`config.mk`:
```
export PLATFORM = sky130hd
export DESIGN_NAME = dmem_access_ctrl
export DESIGN_NICKNAME = d
export VERILOG_FILES = /design/src/rtl/dmem_access_ctrl.sv
export SDC_FILE = /design/constraint.sdc
export NUM_CORES = 1
export LEC_CHECK = 0
export CORE_MARGIN = 2
export CORE_UTILIZATION = 44
export DETAILED_ROUTE_END_ITERATION = 8
export GPL_ROUTABILITY_DRIVEN = 0
export PLACE_DENSITY = 0.81
export SYNTH_ARGS = -nofsm -noshare
export SYNTH_HDL_FRONTEND = slang
export SYNTH_SLANG_ARGS = --single-unit
export TNS_END_PERCENT = 5
```
`constraint.sdc`:
```
create_clock -name clk -period 2.58 [get_ports clk]
set_clock_uncertainty 0.05 [all_clocks]
set_input_delay 0.387 -clock clk [delete_from_list [all_inputs] [get_ports clk]]
set_output_delay 0.387 -clock clk [all_outputs]
set_load 0.03 [all_outputs]
```
`src/rtl/dmem_access_ctrl.sv`:
```
// Data-memory access controller: aligns, issues and times out MEM-stage loads/stores on a
// request/ack data bus, stalling the pipeline until the access completes.
module dmem_access_ctrl #(
  parameter int unsigned TIMEOUT = 255
) (
  input  logic        clk,
  input  logic        reset,
  input  logic        mem_dmen,
  input  logic        mem_memwr,
  input  logic [1:0]  mem_dm_type,
  input  logic        mem_dm_extsigned,
  input  logic [31:0] mem_result,
  input  logic [31:0] mem_rt,
  input  logic        flush_i,
  input  logic        dbus_ack,
  input  logic [31:0] dbus_rdata,
  output logic        dbus_req,
  output logic        dbus_we,
  output logic [31:0] dbus_addr,
  output logic [3:0]  dbus_be,
  output logic [31:0] dbus_wdata,
  output logic        stall_o,
  output logic [31:0] load_data_o,
  output logic        load_valid_o,
  output logic        align_err_o,
  output logic        bus_err_o
);

  localparam logic [7:0] TimeoutLast = 8'(TIMEOUT - 1);

  typedef enum logic [1:0] {StIdle, StBusy, StDone} state_e;

  state_e      state_q, state_d;
  logic [7:0]  cnt_q, cnt_d;
  logic        we_q, we_d;
  logic [31:0] addr_q, addr_d;
  logic [3:0]  be_q, be_d;
  logic [31:0] wdata_q, wdata_d;
  logic [1:0]  lane_q, lane_d;
  logic [1:0]  size_q, size_d;
  logic        sext_q, sext_d;
  logic [31:0] ldata_q, ldata_d;
  logic        err_q, err_d;

  logic        misaligned, req_valid, start, timeout_hit;
  logic [3:0]  be_calc;
  logic [31:0] wdata_calc, load_fmt;
  logic [7:0]  byte_sel;
  logic [15:0] half_sel;

  assign misaligned  = ((mem_dm_type == 2'b01) && mem_result[0]) ||
                       (mem_dm_type[1] && (mem_result[1:0] != 2'b00));
  assign req_valid   = mem_dmen && !flush_i;
  assign start       = req_valid && !misaligned;
  assign timeout_hit = (cnt_q == TimeoutLast);

  always_comb begin
    be_calc    = 4'b1111;
    wdata_calc = mem_rt;
    unique case (mem_dm_type)
      2'b00: begin
        be_calc    = 4'b0001 << mem_result[1:0];
        wdata_calc = {4{mem_rt[7:0]}};
      end
      2'b01: begin
        be_calc    = mem_result[1] ? 4'b1100 : 4'b0011;
        wdata_calc = {2{mem_rt[15:0]}};
      end
      default: ;
    endcase
  end

  // Lane select uses the byte offset captured at request time.
  always_comb begin
    unique case (lane_q)
      2'b00:   byte_sel = dbus_rdata[7:0];
      2'b01:   byte_sel = dbus_rdata[15:8];
      2'b10:   byte_sel = dbus_rdata[23:16];
      default: byte_sel = dbus_rdata[31:24];
    endcase
    half_sel = lane_q[1] ? dbus_rdata[31:16] : dbus_rdata[15:0];
    unique case (size_q)
      2'b00:   load_fmt = {{24{sext_q & byte_sel[7]}}, byte_sel};
      2'b01:   load_fmt = {{16{sext_q & half_sel[15]}}, half_sel};
      default: load_fmt = dbus_rdata;
    endcase
  end

  always_ff @(posedge clk or negedge reset) begin
    if (!reset) state_q <= StIdle;
    else        state_q <= state_d;
  end

  always_comb begin
    state_d = state_q;
    unique case (state_q)
      StIdle:  if (start) state_d = StBusy;
      StBusy:  if (dbus_ack || timeout_hit) state_d = StDone;
      StDone:  state_d = StIdle;
      default: state_d = StIdle;
    endcase
  end

  always_comb begin
    dbus_req     = (state_q == StBusy);
    stall_o      = reset && (((state_q == StIdle) && start) || (state_q == StBusy));
    align_err_o  = (state_q == StIdle) && req_valid && misaligned;
    load_valid_o = (state_q == StDone) && !we_q;
  end

  always_comb begin
    cnt_d   = cnt_q;
    we_d    = we_q;
    addr_d  = addr_q;
    be_d    = be_q;
    wdata_d = wdata_q;
    lane_d  = lane_q;
    size_d  = size_q;
    sext_d  = sext_q;
    ldata_d = ldata_q;
    err_d   = 1'b0;
    if ((state_q == StIdle) && start) begin
      cnt_d   = 8'd0;
      we_d    = mem_memwr;
      addr_d  = {mem_result[31:2], 2'b00};
      be_d    = be_calc;
      wdata_d = wdata_calc;
      lane_d  = mem_result[1:0];
      size_d  = mem_dm_type;
      sext_d  = mem_dm_extsigned;
    end
    // Ack takes priority over a timeout landing in the same cycle.
    if (state_q == StBusy) begin
      if (dbus_ack) begin
        if (!we_q) ldata_d = load_fmt;
      end else if (timeout_hit) begin
        ldata_d = 32'd0;
        err_d   = 1'b1;
      end else begin
        cnt_d = cnt_q + 8'd1;
      end
    end
  end

  always_ff @(posedge clk or negedge reset) begin
    if (!reset) begin
      cnt_q   <= 8'd0;
      we_q    <= 1'b0;
      addr_q  <= 32'd0;
      be_q    <= 4'd0;
      wdata_q <= 32'd0;
      lane_q  <= 2'd0;
      size_q  <= 2'd0;
      sext_q  <= 1'b0;
      ldata_q <= 32'd0;
      err_q   <= 1'b0;
    end else begin
      cnt_q   <= cnt_d;
      we_q    <= we_d;
      addr_q  <= addr_d;
      be_q    <= be_d;
      wdata_q <= wdata_d;
      lane_q  <= lane_d;
      size_q  <= size_d;
      sext_q  <= sext_d;
      ldata_q <= ldata_d;
      err_q   <= err_d;
    end
  end

  assign dbus_we     = we_q;
  assign dbus_addr   = addr_q;
  assign dbus_be     = be_q;
  assign dbus_wdata  = wdata_q;
  assign load_data_o = ldata_q;
  assign bus_err_o   = err_q;

endmodule

```
==> results.txt <==
Status: finished, final reports clean
Clock Latency Late Sink: 0.40 ns
Fmax: 408 MHz
Die height: 114 µm
Slew HR: 0.304
Drt first pass iters: 5
Critical-path cell with the highest stage delay: or4b_1
Register-to-Register Path Depth: 7
Post-CTS setup buffers: 0
Die X: 114 µm
RSZ-0062 raised after global routing: false
Avg Cell Area, Syn: 9.85 µm²
Layout Nets: 855
Vias per Instance: 5.36
Placed Instances: 876
MaxCap Viol Count: 0
Final wirelength: 15600 µm
Ant diodes: 0
Hold buffers post-CTS: 0
Fin crit period: 2.45 ns
Top post-synthesis cells by area: dfrtp_1, nand2_1, mux2i_1
Detailed Route Iter0 Violations: 314
Post-synth top area cell: dfrtp_1
Clock transition at path regs: 0.05 ns
FP Rows: 40
Synthesis-to-finish area growth: 51.8%
Initial antenna violation count: 0
Arr. time, crit path: 2.01 ns
Post-synth top area share: 0.541
Layout cells sized above 1: 0.0803
Critical path class: reg2out
Initial core utilization: 0.447
Clk root buf: clkbuf_16
Final Cycle Share: 0.949
Tot Pwr: 8160 µW
Worst Setup End Kind: output pin
Critical Path RT: 2.14 ns
Grt ovf: 0
WL per Instance: 17.2 µm
DR vias: 4863
Cell Chain, Critical Path: or4b_1, a211oi_4, o21a_1, buf_4
Mapped cell area: 5320 µm²
Post_cts resized: 0
Max Root-Sink Buffers: 2
HP Class: in2async
Final setup viols: 0
Post-DP HPWL: 11400 µm
# clock sinks: 115
Ports: 211
Final hold vios: 0
Finished Layout Cells: 907
Seq/Total Area, Yosys: 0.541
Delay-heaviest family, CP: simple AND/OR/NAND/NOR gates
Ys Warns: 0
Antenna Nets Post-Route: 0
Setup_tns: 0 ns
Worst slew pin tran: 1.04 ns
CTS tree: built
GR Util All Layers: 0.246
Synth Register Bits: 115
Die area: 13000 µm²
Cells after Synth: 540
Core Util, Final: 0.678
WP depth: 4
CP max FO: 6
Max Transition Viols Final: 0
Port buffer count: 208
Slowest stage delay, CP: 0.64 ns
Static leakage power: 0.00366 µW
WP buf/inv: 1
Num CTS Buffers: 17
First-pass GRT wire length: 25000 µm
Core area: 11900 µm²
Worst vdd ir: 0.000451 V
Post-synth cell types: 51
Vias in the first global route: 4965
# H-tree levels: 4
PD cells: 1010 nW/µm²
Largest net degree at the start of global routing: 116
Filler Cell Count: 925
# DRC: 0
Setup crit start kind: register
-- cell usage in the layout (no fill, tap or decap), types with 2 or more instances in the layout --
cell,n
nand4_1,3
inv_1,5
conb_1,2
clkbuf_16,17
buf_4,17
o2bb2ai_1,8
a21o_1,2
nor2_1,15
nor4_1,2
clkinvlp_4,3
clkinv_2,7
a211oi_1,7
and3_1,3
or2_2,2
nor2b_1,3
nand3_1,7
nand2b_1,3
ha_1,2
o21ai_0,42
and2_1,2
dfrtp_1,115
mux2i_1,35
or3_1,7
clkdlybuf4s50_1,205
clkbuf_8,2
buf_12,2
nor3b_1,2
a21oi_1,21
a221o_1,23
nand2_1,168
nor3_1,3
-- worst register-to-register path, delay by kind of cell, from the launching register on --
kind                       cells  cell delay (ns)
DFF                            1             0.42
buffers and inverters          2             0.38
AOI/OAI and AO/OA              1             0.12
and+or+nand+nor                3             1.02
adders and majority gates      1             0.21
-- power by group --
part / total [µW] / leakage [µW] / switching, µW / internal (µW)
logic: 3290 / 0.00194 / 1840 / 1450
clock network: 2130 / 0.000267 / 781 / 1350
registers: 2740 / 0.00145 / 381 / 2360
-- routing by layer --
metal | part of all wire | GRT usage | vias to the layer above
li1 | - | - | 2283
met1 | 0.39 | 0.286 | 2348
met2 | 0.50 | 0.416 | 203
met3 | 0.092 | 0.0893 | 29
met4 | 0.024 | 0.0984 | 0
met5 | 0 | 0 | -
-- logic make-up after synthesis --
family / after synthesis / synth area share
xor+xnor: 1 / 0.00165
fa+ha+maj: 2 / 0.00470
other cells: 1 / 0.000705
flops: 115 / 0.541
compound gates: 115 / 0.147
mux: 36 / 0.0701
buf+inv: 41 / 0.0440
simple gates: 229 / 0.190
-- synth_stat cells (all sizes together) --
master and number:
a211oi 8, a21o 2, a21oi 22, a221o 23, a2bb2oi 1, a311oi 1
a31oi 1, and2 3, and3 3, and4 1, and4bb 1, buf 20
clkbuf 16, conb 1, dfrtp 115, ha 2, inv 5, mux2i 35
mux4 1, nand2 168, nand2b 3, nand3 7, nand4 3, nor2 16
nor2b 3, nor3 4, nor3b 2, nor4 2, nor4b 2, o2111ai 1
o211a 1, o211ai 1, o21a 1, o21ai 43, o21ba 1, o2bb2ai 8
o31ai 1, or2 2, or3 7, or3b 1, or4b 1, xnor2 1
-- path summary, 6_finish.rpt --
path | endpoint | slack, ns | start
max reg2reg | load_data_o[6]$_DFFE_PN0P_ | 0.30 | cnt_q[0]$_DFF_PN0_
min in group clk | dbus_addr[20]$_DFFE_PN0P_ | 0.42 | dbus_addr[20]$_DFFE_PN0P_
min | cnt_q[4]$_DFF_PN0_ | 0.03 | reset
max in group asynchronous | dbus_addr[22]$_DFFE_PN0P_ | 1.97 | reset
max | stall_o | 0.13 | state_q[1]$_DFFE_PN0P_
min reg2reg | dbus_addr[20]$_DFFE_PN0P_ | 0.42 | dbus_addr[20]$_DFFE_PN0P_
-- layout make-up --
cell class              instances  area (µm²)  share of cell area
repair buffers                224        2220               0.275
clock buffers                  20         457              0.0566
clock inverters                11        87.6              0.0108
inverters                       5        18.8             0.00232
flip-flops and latches        115        2880               0.356
multi-input cells             385        2230               0.276
well taps                     147         184              0.0228
-- metrics by stage --
stage | setup slack [ns] | hold slack (ns) | instance area, µm²
2_1_floorplan | 0.373 | 0.0414 | 5320
3_3_place_gp | 0.155 | 0.408 | 7530
3_5_place_dp | 0.0665 | 0.413 | 7530
4_1_cts | 0.120 | 0.0843 | 8070
5_1_grt | 0.0645 | 0.101 | 8070
6_report | 0.132 | 0.0252 | 8070
-- sequential cells by signal (all words and copies together) (netlist names) --
register and cells:
dbus_wdata 32, cnt_q 8, dbus_be 4, lane_q 2, load_data_o 32, dbus_addr 30
state_q 2, dbus_we 1, size_q 2, bus_err_o 1, sext_q 1
(Power assumes the default switching activity.)
